==> src/rtl/approx_err_sweep_pkg.sv <==
// approx_err_sweep_pkg: FSM state type and datapath widths shared by the
// exhaustive multiplier error sweep and its compare/accumulate datapath.
package approx_err_sweep_pkg;
   typedef enum logic [1:0] {IDLE, SWEEP, DRAIN, FIN} state_e;
   localparam int N_PAIRS   = 256;
   localparam int CNT_W     = 8;
   localparam int DRAIN_W   = 3;
   localparam int ERR_CNT_W = 9;
   localparam int SUM_ABS_W = 16;
   localparam int MAX_ERR_W = 8;
   localparam int SUM_ERR_W = 17;
endpackage

==> src/rtl/approx_err_sweep_err_accum.sv <==
// err_accum: delays each operand pair alongside the multiplier latency, registers
// exact product / approximate result / signed difference, then accumulates statistics.
module err_accum
   import approx_err_sweep_pkg::*;
#(
   parameter int LAT = 0,
   parameter int W   = 4
) (
   input  logic                        clk,
   input  logic                        rst_n,
   input  logic                        clr,
   input  logic                        in_vld,
   input  logic [W-1:0]                in_a,
   input  logic [W-1:0]                in_b,
   input  logic [2*W-1:0]              mul_r,
   output logic [ERR_CNT_W-1:0]        err_count,
   output logic [SUM_ABS_W-1:0]        sum_abs_err,
   output logic [MAX_ERR_W-1:0]        max_abs_err,
   output logic signed [SUM_ERR_W-1:0] sum_err
);
   localparam int PW = 2 * W;
   localparam int DW = PW + 1;
   localparam int TW = 2 * W + 1;

   logic [TW-1:0]               tag_in, tag_out;
   logic                        t_vld;
   logic [W-1:0]                t_a, t_b;
   logic                        cmp_vld_d, cmp_vld_q;
   logic [PW-1:0]               prod_d, prod_q, res_d, res_q;
   logic signed [DW-1:0]        diff_d, diff_q;
   logic [MAX_ERR_W-1:0]        abs_err;
   logic [ERR_CNT_W-1:0]        err_count_d, err_count_q;
   logic [SUM_ABS_W-1:0]        sum_abs_err_d, sum_abs_err_q;
   logic [MAX_ERR_W-1:0]        max_abs_err_d, max_abs_err_q;
   logic signed [SUM_ERR_W-1:0] sum_err_d, sum_err_q;

   assign tag_in = {in_vld, in_a, in_b};

   generate
      if (LAT == 0) begin : g_direct
         assign tag_out = tag_in;
      end else begin : g_pipe
         logic [TW-1:0] pipe_d [LAT];
         logic [TW-1:0] pipe_q [LAT];
         always_comb begin
            pipe_d[0] = clr ? '0 : tag_in;
            for (int i = 1; i < LAT; i++) pipe_d[i] = clr ? '0 : pipe_q[i-1];
         end
         always_ff @(posedge clk or negedge rst_n) begin
            if (!rst_n) for (int i = 0; i < LAT; i++) pipe_q[i] <= '0;
            else pipe_q <= pipe_d;
         end
         assign tag_out = pipe_q[LAT-1];
      end
   endgenerate

   assign {t_vld, t_a, t_b} = tag_out;

   // |diff| never exceeds 255 (mul_r <= 255, product >= 0), so truncation is lossless
   always_comb begin
      cmp_vld_d     = t_vld & ~clr;
      prod_d        = PW'(t_a) * PW'(t_b);
      res_d         = mul_r;
      diff_d        = $signed({1'b0, mul_r}) - $signed({1'b0, prod_d});
      abs_err       = MAX_ERR_W'(diff_q[DW-1] ? -diff_q : diff_q);
      err_count_d   = err_count_q;
      sum_abs_err_d = sum_abs_err_q;
      max_abs_err_d = max_abs_err_q;
      sum_err_d     = sum_err_q;
      if (clr) begin
         err_count_d   = '0;
         sum_abs_err_d = '0;
         max_abs_err_d = '0;
         sum_err_d     = '0;
      end else if (cmp_vld_q) begin
         err_count_d   = err_count_q + ERR_CNT_W'(res_q != prod_q);
         sum_abs_err_d = sum_abs_err_q + SUM_ABS_W'(abs_err);
         max_abs_err_d = (abs_err > max_abs_err_q) ? abs_err : max_abs_err_q;
         sum_err_d     = sum_err_q + {{(SUM_ERR_W-DW){diff_q[DW-1]}}, diff_q};
      end
   end

   always_ff @(posedge clk or negedge rst_n) begin
      if (!rst_n) begin
         cmp_vld_q     <= 1'b0;
         prod_q        <= '0;
         res_q         <= '0;
         diff_q        <= '0;
         err_count_q   <= '0;
         sum_abs_err_q <= '0;
         max_abs_err_q <= '0;
         sum_err_q     <= '0;
      end else begin
         cmp_vld_q     <= cmp_vld_d;
         prod_q        <= prod_d;
         res_q         <= res_d;
         diff_q        <= diff_d;
         err_count_q   <= err_count_d;
         sum_abs_err_q <= sum_abs_err_d;
         max_abs_err_q <= max_abs_err_d;
         sum_err_q     <= sum_err_d;
      end
   end

   assign err_count   = err_count_q;
   assign sum_abs_err = sum_abs_err_q;
   assign max_abs_err = max_abs_err_q;
   assign sum_err     = sum_err_q;
endmodule

==> src/rtl/approx_err_sweep.sv <==
// approx_err_sweep: drives all 256 4x4 operand pairs into an external multiplier
// and reports error statistics of its results against the exact product.
module approx_err_sweep
   import approx_err_sweep_pkg::*;
#(
   parameter int DUT_LAT = 0,
   parameter int W       = 4
) (
   input  logic                        clk,
   input  logic                        rst_n,
   input  logic                        start,
   output logic [W-1:0]                mul_a,
   output logic [W-1:0]                mul_b,
   input  logic [2*W-1:0]              mul_r,
   output logic                        busy,
   output logic                        done,
   output logic [ERR_CNT_W-1:0]        err_count,
   output logic [SUM_ABS_W-1:0]        sum_abs_err,
   output logic [MAX_ERR_W-1:0]        max_abs_err,
   output logic signed [SUM_ERR_W-1:0] sum_err
);
   state_e             state_d, state_q;
   logic [CNT_W-1:0]   cnt_d, cnt_q;
   logic [DRAIN_W-1:0] drain_d, drain_q;
   logic               clr, sweep;

   always_ff @(posedge clk or negedge rst_n) begin
      if (!rst_n) begin
         state_q <= IDLE;
         cnt_q   <= '0;
         drain_q <= '0;
      end else begin
         state_q <= state_d;
         cnt_q   <= cnt_d;
         drain_q <= drain_d;
      end
   end

   // DRAIN covers the multiplier latency plus the compare and accumulate stages
   always_comb begin
      state_d = state_q;
      cnt_d   = cnt_q;
      drain_d = drain_q;
      clr     = 1'b0;
      case (state_q)
         IDLE: if (start) begin
            clr     = 1'b1;
            cnt_d   = '0;
            state_d = SWEEP;
         end
         SWEEP: if (cnt_q == CNT_W'(N_PAIRS - 1)) begin
            state_d = DRAIN;
            drain_d = '0;
         end else cnt_d = cnt_q + 1'b1;
         DRAIN: if (drain_q == DRAIN_W'(DUT_LAT + 1)) state_d = FIN;
                else drain_d = drain_q + 1'b1;
         FIN:     state_d = IDLE;
         default: state_d = IDLE;
      endcase
   end

   assign sweep = state_q == SWEEP;
   assign busy  = sweep || state_q == DRAIN;
   assign done  = state_q == FIN;
   assign mul_a = sweep ? cnt_q[W-1:0] : '0;
   assign mul_b = sweep ? cnt_q[2*W-1:W] : '0;

   err_accum #(.LAT(DUT_LAT), .W(W)) u_err_accum (
      .clk        (clk),
      .rst_n      (rst_n),
      .clr        (clr),
      .in_vld     (sweep),
      .in_a       (mul_a),
      .in_b       (mul_b),
      .mul_r      (mul_r),
      .err_count  (err_count),
      .sum_abs_err(sum_abs_err),
      .max_abs_err(max_abs_err),
      .sum_err    (sum_err)
   );
endmodule

==> config.mk <==
export PLATFORM = sky130hd
export DESIGN_NAME = approx_err_sweep
export DESIGN_NICKNAME = d
export VERILOG_FILES = /design/src/rtl/approx_err_sweep_pkg.sv /design/src/rtl/approx_err_sweep_err_accum.sv /design/src/rtl/approx_err_sweep.sv
export SDC_FILE = /design/constraint.sdc
export NUM_CORES = 1
export LEC_CHECK = 0
export CORE_ASPECT_RATIO = 2
export CORE_MARGIN = 5
export CORE_UTILIZATION = 40
export CTS_CLUSTER_DIAMETER = 50
export DETAILED_ROUTE_END_ITERATION = 6
export SLEW_MARGIN = 5
export SYNTH_ARGS = -nofsm -noshare
export SYNTH_HDL_FRONTEND = slang
export SYNTH_SLANG_ARGS = --single-unit
==> constraint.sdc <==
create_clock -name clk -period 9.4 [get_ports clk]
set_input_delay 1.41 -clock clk [delete_from_list [all_inputs] [get_ports clk]]
set_output_delay 1.41 -clock clk [all_outputs]
set_load 0.01 [all_outputs]
# After elaboration in Yosys (flattened, before gate mapping)
# Index checks and enable logic that the tools add are counted.
[op_classes]
bitwise = 2
magnitude_cmp = 1
n_reduce_logical = 10
mul = 1
eq_ne = 11
n_mux = 24
addsub = 7
[ops]
columns = ["cell", "count"]
rows = [
  ["$mux W8", 6],
  ["$mux W17", 2],
  ["$mux W16", 2],
  ["$mux W9", 2],
  ["$add A17 B17 Y17", 1],
  ["$add A16 B8 Y16", 1],
  ["$pmux W8 S2", 1],
  ["$add A9 B1 Y9", 1],
  ["$reduce_and A3 Y1", 3],
  ["$sub A8 B8 Y9", 1],
  ["$add A8 B1 Y8 const B", 1],
  ["$eq A8 B8 Y1 const B", 1],
  ["$gt A8 B8 Y1", 1],
  ["$mul A4 B4 Y8", 1],
  ["$mux W4", 2],
  ["$ne A2 B2 Y1 const B", 4],
  ["$ne A8 B8 Y1", 1],
  ["$neg A8 Y8", 1],
  ["$pmux W2 S4", 1],
  ["$reduce_bool A2 Y1", 4],
  ["$mux W2", 3],
  ["$mux W3", 2],
  ["$pmux W3 S2", 1],
  ["$eq A2 B2 Y1 const B", 2],
  ["10 further kinds", 11],
]
[totals]
register_bits = 89
in_bits = 11
output_inout_bits = 60

# Longest topological paths before layout
[depth]
depth_word = 6
ltp_mapped = 19

# Hierarchy
# A second synthesis with hierarchy kept.
[hier_totals]
cells_unflattened = 635
hier_area_um2 = 6048.3
[modules_own_cells]
columns = ["module", "area_each_um2", "instances", "cells_per_inst", "seq_area_each_um2"]
rows = [
  ["err_accum", 5131.2, 1, 534, 1901.8],
  ["approx_err_sweep", 917.1, 1, 101, 325.3],
]

# Worst setup path after synthesis
# No wires, ideal clock.
[synth_timing]
path_kind = "register to register"
start = "register state_q[1]"
end = "register u_err_accum.diff_q[7]"
required_time_ns = 9.269
stages_incl_launch_ff = 20
n_path_buf = 1
synth_period_minus_slack_ns = 4.265
arrival_time_ns = 4.134
setup_time_ns = 0.131
path_slack_ns = 5.135
path_cell_list = "dfrtp_1 -> inv_1 -> ha_1 -> clkbuf_1 -> and2_1 -> nand2_1 -> fa_1 -> inv_1 -> fa_1 -> inv_1 -> fa_1 -> inv_1 -> a21oi_1 -> o21bai_1 -> xor2_1 -> inv_1 -> ha_1 -> nor2b_1 -> a221oi_1 -> nand3_1"
[synth_via]
elab_chain_len = 4
elab_cells_between_ends = 5
classes_between = "add/sub (1); mul (1); eq/ne (1); mux (2)"
[synth_rtl]
columns = ["item", "line", "source"]
rows = [
  ["start, declared", "approx_err_sweep.sv:22", "state_e state_d, state_q;"],
  ["start signal, assigned", "approx_err_sweep.sv:33", "state_q <= state_d;"],
  ["$eq A2 B1 Y1", "approx_err_sweep.sv:62", "assign sweep = state_q == SWEEP;"],
  ["$mux W4", "approx_err_sweep.sv:66", "assign mul_b = sweep ? cnt_q[2*W-1:W] : '0;"],
  ["net mul_b[2]", "approx_err_sweep.sv:13", "output logic [W-1:0] mul_b,"],
  ["$mul A4 B4 Y8", "approx_err_sweep_err_accum.sv:62", "prod_d = PW'(t_a) * PW'(t_b);"],
  ["net u_err_accum.prod_d[6]", "approx_err_sweep_err_accum.sv:29", "logic [PW-1:0] prod_d, prod_q, res_d, res_q;"],
  ["$sub A8 B8 Y9", "approx_err_sweep_err_accum.sv:64", "diff_d = $signed({1'b0, mul_r}) - $signed({1'b0, prod_d});"],
  ["net u_err_accum.diff_d[7]", "approx_err_sweep_err_accum.sv:30", "logic signed [DW-1:0] diff_d, diff_q;"],
  ["end signal, assigned", "approx_err_sweep_err_accum.sv:97", "diff_q <= diff_d;"],
  ["end, declared", "approx_err_sweep_err_accum.sv:30", ""],
]
# The timed path passes the listed nets, and every way through them passes these cells.
# A chain may end at the register's enable or synchronous reset.

# Worst setup path in the final report
[layout_timing]
start = "register state_q[1]"
end = "register u_err_accum.diff_q[7]"
[layout_via]
elab_chain_len = 4
elab_cells_between_ends = 5
classes_between = "add/sub (1); mul (1); eq/ne (1); mux (2)"
[layout_rtl]
columns = ["item", "line"]
rows = [
  ["$eq A2 B1 Y1 (*)", "approx_err_sweep.sv:62"],
  ["$mux W4 (on tied branches)", "approx_err_sweep.sv:65, approx_err_sweep.sv:66"],
  ["$mul A4 B4 Y8 (*)", "approx_err_sweep_err_accum.sv:62"],
  ["net u_err_accum.prod_d[6]", "approx_err_sweep_err_accum.sv:29"],
  ["$sub A8 B8 Y9 (*)", "approx_err_sweep_err_accum.sv:64"],
  ["net u_err_accum.diff_d[7]", "approx_err_sweep_err_accum.sv:30"],
]
# Mark *: on every way through the listed nets, which the timed path passes. The rest lies on a longest branch.

==> impl_metrics.ini <==
[run_status]
outcome = complete, no violations

[layout]
drive_above_1_share = 0.05063
antenna_cells_inserted = 0
synthesis_to_finish_area_growth_pct = 20.00
multi_input_comb_area_sq_mm = 0.003527
regArea_sq_mm = 0.002227
fin_util = 0.4874
layout.filler_cells = 1417
num-nets-final = 787
finalInstanceArea_sq_mm = 0.007184

[critical_path]
worst-endpoint-arrival_ns = 5.01
criticalPathCategory = flop to flop
r2r_slack_ns = 4.62
worstReg2RegEnd = u_err_accum.diff_q[7]$_DFF_PN0_
critical_path_peak_fanout = 26
cp_cell_sequence = inv_1, ha_1, and2_1, nand2_1, fa_1, inv_1, fa_1, inv_1, fa_1, inv_1, a21oi_1, o21bai_1, xor2_1, inv_1, ha_1, nor2b_1, a221oi_1, nand3_1
cp-start-kind = flop
worst_path_most_repeated_cell = inv_1
sort_of_element_at_the_end_of_the_critical_path = flop
timing.critical_path.slowest_stage_cell = ha_1
reg2reg_depth = 18
regToRegStartpoint = state_q[1]$_DFFE_PN0P_
worst_ep_required_time_ns = 9.63
crit_path_max_incr_delay_ns = 0.61

[job]
maxCapViolCount = 0

[die]
die_h_microns = 183.0
core_area_sq_mm = 0.01474
design.die.area_sq_mm = 0.01766
num_rows = 63
floorplan.die.width_microns = 96.51
io-pin-count = 71
floorplan.initialDensity = 0.4062

[synth]
synth_sequential_area_ratio = 0.3720
synth-edff-count = 0
postSynth.topFlopCell = dfrtp_1
synthesis.yosys.warnings = 0
synth_cells = 638
synth_fp_nets = 719
yosysUniqueCellTypes = 65
ys_async_sr_fraction = 1.000
synth_area_per_cell_sq_um = 9.384
synth.ff_latch_count = 89
synth.cell_area_sq_mm = 0.005987

[clock_network]
clock_tree.htree_level_count = 3
numClockSinks = 89
ctsHoldBuffers = 0
clockRootBuffer = clkbuf_16
cts-buffers-inserted = 9
clockBufferDepth = 2
clk_pin_slew_worst_paths_ns = 0.07
tritoncts = done
clock_insertion_delay_worst_skew_ns = 0.35
cts-resized-gates = 0
cts_post_setup_buffers_inserted = 0

[min_path]
timing.hold.worst.class = flop to flop
hold_path_depth = 1
hold_start = drain_q[0]$_DFFE_PN0P_
worst_hold_path.endpoint = drain_q[0]$_DFFE_PN0P_

[pwr]
combinationalPowerShare = 0.512
switching_power_mw = 0.7791
sequentialPowerShare = 0.307
intPower_mw = 1.211
power_switching_share = 0.3915
power.density_mw_per_mm2 = 277.0
power_leakage_nw = 3.420
design_power_total_mw = 1.990
pwr-share-clk = 0.181
peakVddDrop_uv = 100.4

[routing]
detail_route.first_pass.iterations = 4
via_per_inst = 5.402
drt-total-wl_microns = 14730
via_count = 4894
drcViolationCount = 0
routedWlPerCell_microns = 16.26
initialDrtViolationCount = 164
drtAntennaViolNets = 0

[sta]
number_of_max_slew_violations_in_the_final_report = 0
clock_skew_ns = 0.01185
final_critical_path_time_including_i_o_delays_and_setup_ns = 4.785
fmaxAchievable_ghz = 0.2090
relSlewSlack = 0.5354
worstMarginPinSlew_ns = 0.6951
final_hold_viol_count = 0
setup_viol = 0
setup_total_negative_slack_ns = 0
fin_crit_sh = 0.5090
unrepaired_setup_endpoints_after_global_routing = no

[global_routing]
largest_net_degree_at_the_start_of_global_routing = 49
overall_routing_resource_usage = 0.1775
grt_pass1_wl_microns = 24650
overflow = 0
antenna_found_initial = 0
first_global_vias = 5229

[place]
gp_weighted_congestion = 0.8333
place_area_sq_mm = 0.006888
portBuffers = 70
dp_hpwl_microns = 11380
[stage by stage]
step / hold WS [ns] / setup WS [ns] / cells
2_1_floorplan: 0.4822 / 5.135 / 638
3_3_place_gp: 0.5067 / 4.825 / 890
3_5_place_dp: 0.5184 / 4.636 / 890
4_1_cts: 0.5350 / 4.613 / 906
5_1_grt: 0.5646 / 4.270 / 906
6_report: 0.5327 / 4.615 / 906
[flip-flops by register name (all words and copies together) (netlist names), 8 cells and up]
signal / count
cnt_q: 8
u_err_accum.diff_q: 9
u_err_accum.err_count: 9
u_err_accum.max_abs_err: 8
u_err_accum.prod_q: 8
u_err_accum.res_q: 8
u_err_accum.sum_abs_err: 16
u_err_accum.sum_err: 17
[worst max-delay path by stage]
stage                           startpoint                              end  slack, ns
finish              state_q[1]$_DFFE_PN0P_  u_err_accum.diff_q[7]$_DFF_PN0_       4.62
global route        state_q[1]$_DFFE_PN0P_  u_err_accum.diff_q[7]$_DFF_PN0_       4.27
CTS                 state_q[1]$_DFFE_PN0P_  u_err_accum.diff_q[7]$_DFF_PN0_       4.61
detailed placement  state_q[1]$_DFFE_PN0P_  u_err_accum.diff_q[7]$_DFF_PN0_       4.64
global placement    state_q[1]$_DFFE_PN0P_  u_err_accum.diff_q[7]$_DFF_PN0_       4.82
floorplan           state_q[1]$_DFFE_PN0P_  u_err_accum.diff_q[7]$_DFF_PN0_       5.14
[worst max-delay path, delay by kind of cell, from the launching register on]
kind,cells,cell delay (ns)
compound gates,3,0.48
xor+xnor,1,0.19
fa+ha+maj,5,2.49
buf+inv,5,0.39
flops,1,0.42
simple gates,4,0.67
[power by group through the flow]
stage / logic (mW) / registers, mW / clock network [mW]
4_1_cts: 1.03 / 0.613 / 0.370
6_report: 1.02 / 0.611 / 0.361
3_5_place_dp: 1.02 / 0.620 / 0
3_3_place_gp: 0.997 / 0.615 / 0
2_1_floorplan: 0.624 / 0.637 / 0
5_1_grt: 1.14 / 0.628 / 0.385
[layout by cell type (no fill, tap or decap), types with 14 or more instances in the layout]
master / n
nand3_1: 15
a211oi_1: 19
xnor2_1: 14
dfrtp_1: 89
and2_1: 14
mux2i_1: 15
nand2_1: 41
inv_1: 43
o21ai_0: 32
clkdlybuf4s50_1: 69
nor2_1: 68
a21oi_1: 33
and3_1: 20
ha_1: 63
xor2_1: 30
[logic make-up (layout without fill, tap and decap cells)]
| group | after synthesis | count (layout) | share of synthesized area |
|---|---|---|---|
| flip-flops | 89 | 89 | 0.3720 |
| AND/OR/NAND/NOR | 212 | 212 | 0.1778 |
| adder cells (fa/ha/maj) | 70 | 70 | 0.1551 |
| buffers and inverters | 60 | 133 | 0.03887 |
| XOR/XNOR | 44 | 44 | 0.06437 |
| AO/OA/AOI/OAI | 147 | 147 | 0.1649 |
| multiplexers | 16 | 16 | 0.02696 |
[metal layers]
layer / track usage / part of all wire
met1: 0.1787 / 0.36
met2: 0.3486 / 0.59
met3: 0.02586 / 0.031
met4: 0.06858 / 0.023
met5: 0 / 0
[synthesized netlist by cell type, drive strengths merged (2+ instances only)]
| cell type | instances | area, sq um |
|---|---|---|
| a211o | 3 | 26.28 |
| a211oi | 20 | 155.1 |
| a21o | 9 | 68.82 |
| a21oi | 34 | 173.9 |
| a22oi | 2 | 15.01 |
| a31oi | 4 | 25.02 |
| and2 | 14 | 87.59 |
| and3 | 21 | 132.6 |
| and4 | 2 | 17.52 |
| buf | 8 | 36.28 |
| clkbuf | 9 | 35.03 |
| dfrtp | 89 | 2227 |
| fa | 7 | 140.1 |
| ha | 63 | 788.3 |
| inv | 43 | 161.4 |
| mux2i | 15 | 150.1 |
| nand2 | 41 | 153.9 |
| nand2b | 13 | 81.33 |
| nand3 | 15 | 75.07 |
| nand4 | 6 | 37.54 |
| nor2 | 68 | 255.2 |
| nor2b | 9 | 63.81 |
| nor3 | 4 | 25.02 |
| nor3b | 2 | 15.01 |
| nor4 | 4 | 25.02 |
| o211a | 2 | 20.02 |
| o211ai | 4 | 30.03 |
| o21a | 9 | 67.56 |
| o21ai | 34 | 173.9 |
| o21bai | 4 | 30.03 |
| o22ai | 5 | 31.28 |
| o31a | 3 | 26.28 |
| o31ai | 4 | 30.03 |
| or2 | 3 | 18.77 |
| or3 | 4 | 25.02 |
| xnor2 | 14 | 122.6 |
| xor2 | 30 | 262.8 |
[cell type report]
class                           instances  area share
Clock buffer                           11     0.03518
Clock inverter                          5    0.006095
Inverter                               43     0.02247
Multi-Input combinational cell        489      0.4909
Sequential cell                        89      0.3100
Tap cell                              195     0.03396
Timing Repair Buffer                   74      0.1014
Power figures use the tool's default switching activity.
